### src/rtl/mux_stream_rr_pkg.sv
// Shared mode encodings and select-width helper for the stream multiplexer family.
package mux_stream_rr_pkg;

    localparam logic MODE_FIXED = 1'b0;
    localparam logic MODE_RR    = 1'b1;

    // Returns at least 1 so that two-input (and degenerate) muxes still get a usable index field.
    function automatic int sel_width(input int n);
        return (n <= 2) ? 1 : $clog2(n);
    endfunction

endpackage

### src/rtl/mux_stream_rr_rr_arbiter.sv
// Round-robin arbiter: scans from ptr upward, wrapping at NUM_IN; one-hot grant plus index.
// Latency: combinational. Backpressure: none, the caller qualifies the grant with its own ready.
module rr_arbiter
    import mux_stream_rr_pkg::*;
#(
    parameter int NUM_IN = 4,
    parameter int SEL_W  = sel_width(NUM_IN)
) (
    input  logic [NUM_IN-1:0] req,
    input  logic [SEL_W-1:0]  ptr,
    output logic [NUM_IN-1:0] grant,
    output logic [SEL_W-1:0]  idx
);

    localparam int CW = SEL_W + 1;

    logic [CW-1:0] pos;
    logic          found;

    always_comb begin
        grant = '0;
        idx   = '0;
        found = 1'b0;
        pos   = '0;
        for (int k = 0; k < NUM_IN; k++) begin
            // ptr is always < NUM_IN, so one subtraction is enough to wrap.
            pos = {1'b0, ptr} + CW'(k);
            if (pos >= CW'(NUM_IN)) begin
                pos = pos - CW'(NUM_IN);
            end
            if (!found && req[pos[SEL_W-1:0]]) begin
                found                   = 1'b1;
                grant[pos[SEL_W-1:0]]   = 1'b1;
                idx                     = pos[SEL_W-1:0];
            end
        end
    end

endmodule

### src/rtl/mux_stream_rr.sv
// N:1 valid/ready stream mux with fixed-select or round-robin arbitration.
// Latency: 1 cycle to a registered output. Backpressure: a stalled output beat drops every in_ready.
module mux_stream_rr
    import mux_stream_rr_pkg::*;
#(
    parameter int WIDTH  = 3,
    parameter int NUM_IN = 4,
    parameter int SEL_W  = sel_width(NUM_IN)
) (
    input  logic                     clk,
    input  logic                     reset,
    input  logic [NUM_IN*WIDTH-1:0]  in_data,
    input  logic [NUM_IN-1:0]        in_valid,
    output logic [NUM_IN-1:0]        in_ready,
    input  logic                     mode,
    input  logic [SEL_W-1:0]         sel,
    output logic [WIDTH-1:0]         out_data,
    output logic [SEL_W-1:0]         out_src,
    output logic                     out_valid,
    input  logic                     out_ready
);

    logic [SEL_W-1:0]  ptr;
    logic [NUM_IN-1:0] arb_grant;
    logic [SEL_W-1:0]  arb_idx;
    logic [NUM_IN-1:0] sel_oh;
    logic [NUM_IN-1:0] cand_oh;
    logic [WIDTH-1:0]  cand_dat;
    logic [SEL_W-1:0]  cand_src;
    logic              pipe_ready;
    logic              xfer;

    rr_arbiter #(
        .NUM_IN (NUM_IN),
        .SEL_W  (SEL_W)
    ) u_arb (
        .req   (in_valid),
        .ptr   (ptr),
        .grant (arb_grant),
        .idx   (arb_idx)
    );

    assign pipe_ready = !out_valid || out_ready;

    // Out-of-range sel decodes to no channel at all, so no in_ready and no transfer.
    always_comb begin
        sel_oh = '0;
        for (int i = 0; i < NUM_IN; i++) begin
            sel_oh[i] = (sel == SEL_W'(i));
        end
    end

    always_comb begin
        cand_oh  = (mode == MODE_RR) ? arb_grant : sel_oh;
        cand_src = (mode == MODE_RR) ? arb_idx : sel;
        cand_dat = '0;
        for (int i = 0; i < NUM_IN; i++) begin
            if (cand_oh[i]) begin
                cand_dat = in_data[i*WIDTH +: WIDTH];
            end
        end
    end

    assign in_ready = (reset || !pipe_ready) ? '0 : cand_oh;
    assign xfer     = |(in_valid & in_ready);

    always_ff @(posedge clk) begin
        if (reset) begin
            out_valid <= 1'b0;
            out_data  <= '0;
            out_src   <= '0;
            ptr       <= '0;
        end else begin
            if (xfer) begin
                out_valid <= 1'b1;
                out_data  <= cand_dat;
                out_src   <= cand_src;
            end else if (out_ready) begin
                out_valid <= 1'b0;
            end
            if (xfer && (mode == MODE_RR)) begin
                ptr <= (arb_idx == SEL_W'(NUM_IN - 1)) ? '0 : arb_idx + SEL_W'(1);
            end
        end
    end

endmodule
### config.mk
export PLATFORM = sky130hd
export DESIGN_NAME = mux_stream_rr
export DESIGN_NICKNAME = d
export VERILOG_FILES = /design/src/rtl/mux_stream_rr_pkg.sv /design/src/rtl/mux_stream_rr_rr_arbiter.sv /design/src/rtl/mux_stream_rr.sv
export SDC_FILE = /design/constraint.sdc
export NUM_CORES = 1
export LEC_CHECK = 0
export ABC_AREA = 1
export BUFFER_PORTS_ARGS = -buffer_cell sky130_fd_sc_hd__buf_2
export CORE_MARGIN = 2
export CORE_UTILIZATION = 52
export CTS_CLUSTER_SIZE = 12
export DETAILED_ROUTE_END_ITERATION = 10
export HOLD_SLACK_MARGIN = 0.06
export PLACE_DENSITY = 0.88
export SLEW_MARGIN = 5
export SYNTH_ARGS = -nofsm -noshare
export SYNTH_HDL_FRONTEND = slang
export SYNTH_SLANG_ARGS = --single-unit
### constraint.sdc
create_clock -name clk -period 2.6 [get_ports clk]
set_input_delay 0.26 -clock clk [delete_from_list [all_inputs] [get_ports clk]]
set_output_delay 0.26 -clock clk [all_outputs]
set_load 0.05 [all_outputs]
==> flow_metrics.env <==
export IMPL_rr_endpoint="ptr[1]$_SDFFE_PP0P_"
export IMPL_holdPathEnd="out_src[1]$_SDFFE_PP0P_"
export IMPL_cts_max_level=1
export IMPL_cts_hold_buf=0
export IMPL_post_cts_buffers=0
export IMPL_vias_per_cell=5.03
export IMPL_drtIter0Drc=21
export IMPL_drc_errors=0
export IMPL_wl_per_cell_um=10.9
export IMPL_cp_required_ns=2.34
export IMPL_drv_slew=0
export IMPL_grt_max_degree=14
export IMPL_max_slew_worst_pin_slew_ns=0.299
export IMPL_antenna_found_initial=0
export IMPL_synthCells=186
export IMPL_clock_path_buffers=2
export IMPL_critical_path_endpoint_type="output pin"
export IMPL_outcome="finished clean"
export IMPL_finalClockSkew_ns=0.00277
export IMPL_crit_fanout=6
export IMPL_dieWidth_um=50.3
export IMPL_period_needed_ns=2.41
export IMPL_via_count=1243
export IMPL_first_pass_iters=4
export IMPL_synthTopCellsByArea="nand2_1 16%, dfxtp_1 14%, nand3_1 11%"
export IMPL_syn_nets=214
export IMPL_layout_commonest_cell="nand2_1"
export IMPL_rows=16
export IMPL_totalWireLength_um=2690
export IMPL_hold_viol=0
export IMPL_post_route_period_util_pct=92.5
export IMPL_port_buffers=31
export IMPL_worst_skew_pair_late_latency_ns=0.24
export IMPL_power_w=0.000703
export IMPL_synth_seq_cells=8
export IMPL_clock_sinks=8
export IMPL_reg2regPathDepth=16
export IMPL_syn_area_um2=1110
export IMPL_cts_resized=0
export IMPL_path_clk_slew_ns=0.05
export IMPL_syn_avg_cell_area_um2=5.99
export IMPL_hp_start="reset"
export IMPL_setup_viol=0
export IMPL_dp_cells=244
export IMPL_area_delta_synth_final_pct=21.2
export IMPL_cts_root_buf="clkbuf_4"
export IMPL_stdcell_count=247
export IMPL_synth_top_area_share_pct=16.5
export IMPL_hpwl_um=2180
export IMPL_antenna_left=0
export IMPL_antennaDiodeCount=0
export IMPL_ys_seq_area_share_pct=14.4
export IMPL_initial_core_util_pct=55.7
export IMPL_fin_util_pct=67.5
export IMPL_setup_tns_ns=0
export IMPL_dieArea_um2=2530
export IMPL_hold_depth=2
export IMPL_yosys_warnings=0
export IMPL_cp_arrival_ns=2.15
export IMPL_core_area_um2=2000
export IMPL_numCtsBuffers=3
export IMPL_fmax_ghz=0.416
export IMPL_drv_cap=0
export IMPL_p_leak_nw=0.727
export IMPL_grt_first_pass_wirelength_um=4550
export IMPL_ioPinCount=32
export IMPL_synthDistinctLibCells=27
export IMPL_maxSlewHeadroom_pct=79.9
export IMPL_gp_congestion=0.926
export IMPL_synth_area_leader_cell="nand2_1"
export IMPL_die_h_um=50.3
export IMPL_worst_setup_path_type="reg -> out"
export IMPL_peakVddDrop_v=0.000363
export IMPL_hold_class="in -> reg"
export IMPL_p_per_area_nw_per_um2=520
export IMPL_final_layout_size_suffix_gt1_share_pct=30.9
export IMPL_ff2ff_setup_slack_ns=0.43
export IMPL_cts_tree="yes"
export IMPL_reg2reg_from="ptr[1]$_SDFFE_PP0P_"
export IMPL_grt_ovfl_total=0
export IMPL_nets=250
export IMPL_grt_pass1_vias=1126
export IMPL_worstSetupStartpointType="register"
export IMPL_final_cell_mix="49 x nand2_1, 28 x buf_2, 25 x nand3_1"
export IMPL_track_usage_pct=21.9
[worst max path at each step]
stage | startpoint | end | slack, ns | depth (start not counted)
finish | ptr[1]$_SDFFE_PP0P_ | in_ready[2] | 0.19 | 13
detailed placement | register | in_ready[2] | 0.28 | 13
CTS | register | in_ready[2] | 0.01 | 13
global route | ptr[1]$_SDFFE_PP0P_ | in_ready[2] | -0.02 | 13
floorplan | register | in_ready[1] | 0.02 | 13
global placement | register | register | 0.37 | 16
[worst max-delay path, stage by stage (launching register included)]
cell and delay [ns]:
dfxtp_1 0.33, inv_2 0.10, ha_4 0.29, inv_1 0.08, nand3_1 0.09, nand2_1 0.12, nor2_8 0.14, nand3_1 0.10
nand3_1 0.10, nand2_1 0.06, nand2_2 0.10, inv_1 0.08, nor2_1 0.09, buf_4 0.20
[per-stage QoR]
stage,instance area [um^2],hold slack (ns),worst slack [ns]
after floorplan,1110,0.329,0.0228
after global placement,1300,0.452,0.368
after detailed placement,1300,0.448,0.280
after CTS,1320,0.205,0.0125
after global routing,1350,0.224,-0.0168
final,1350,0.212,0.194
[power breakdown]
part / switching (W) / internal (W) / leakage [nW]
clock network: 0.0000381 / 0.0000526 / 0.0138
logic: 0.000315 / 0.000149 / 0.647
registers: 0.00000874 / 0.000139 / 0.0660
total: 0.000362 / 0.000341 / 0.727
[area by class of cell]
class | count | area [um^2]
Multi-Input combinational cell | 150 | 850
Fill cell | 194 | 651
Timing Repair Buffer | 33 | 181
Sequential cell | 8 | 161
Inverter | 26 | 103
Tap cell | 27 | 33.8
Clock buffer | 3 | 22.5
[per-layer routing]
layer  part of all wire [%]  up-vias  GRT usage, %  wire length (um)
li1                       -      659             -                 -
met5                      0        -             0                 0
met1                     49      558          29.6              1320
met4                      0        0          3.60                 0
met3                    3.4        0          1.19                92
met2                     47       26          38.8              1280
[cell families (layout without fill, tap and decap cells)]
kind of cell | count (synthesis) | count (layout) | synth area share, %
AND/OR/NAND/NOR | 121 | 121 | 55.3
buffers and inverters | 28 | 62 | 11.2
AO/OA/AOI/OAI | 22 | 22 | 11.6
flip-flops | 8 | 8 | 14.4
adder cells (fa/ha/maj) | 6 | 6 | 6.73
XOR/XNOR | 1 | 1 | 0.786
[cells in the mapped netlist]
| cell type | number |
|---|---|
| ha_1 | 6 |
| dfxtp_1 | 8 |
| nor2_2 | 2 |
| nand3_1 | 25 |
| inv_6 | 1 |
| a21oi_1 | 9 |
| o21ai_0 | 2 |
| nand2_8 | 1 |
| buf_6 | 2 |
| nand2_2 | 8 |
| nor2_8 | 1 |
| inv_2 | 3 |
| a21boi_0 | 3 |
| inv_1 | 21 |
| xor2_1 | 1 |
| nand2_4 | 4 |
| nand3_2 | 2 |
| nand4_1 | 1 |
| o21bai_1 | 1 |
| o21ai_1 | 4 |
| nor2_4 | 2 |
| nand3_4 | 1 |
| clkinv_1 | 1 |
| a21oi_2 | 2 |
| nor2_1 | 25 |
| o22ai_1 | 1 |
| nand2_1 | 49 |
No activity file was read; power rests on OpenSTA's default activity.
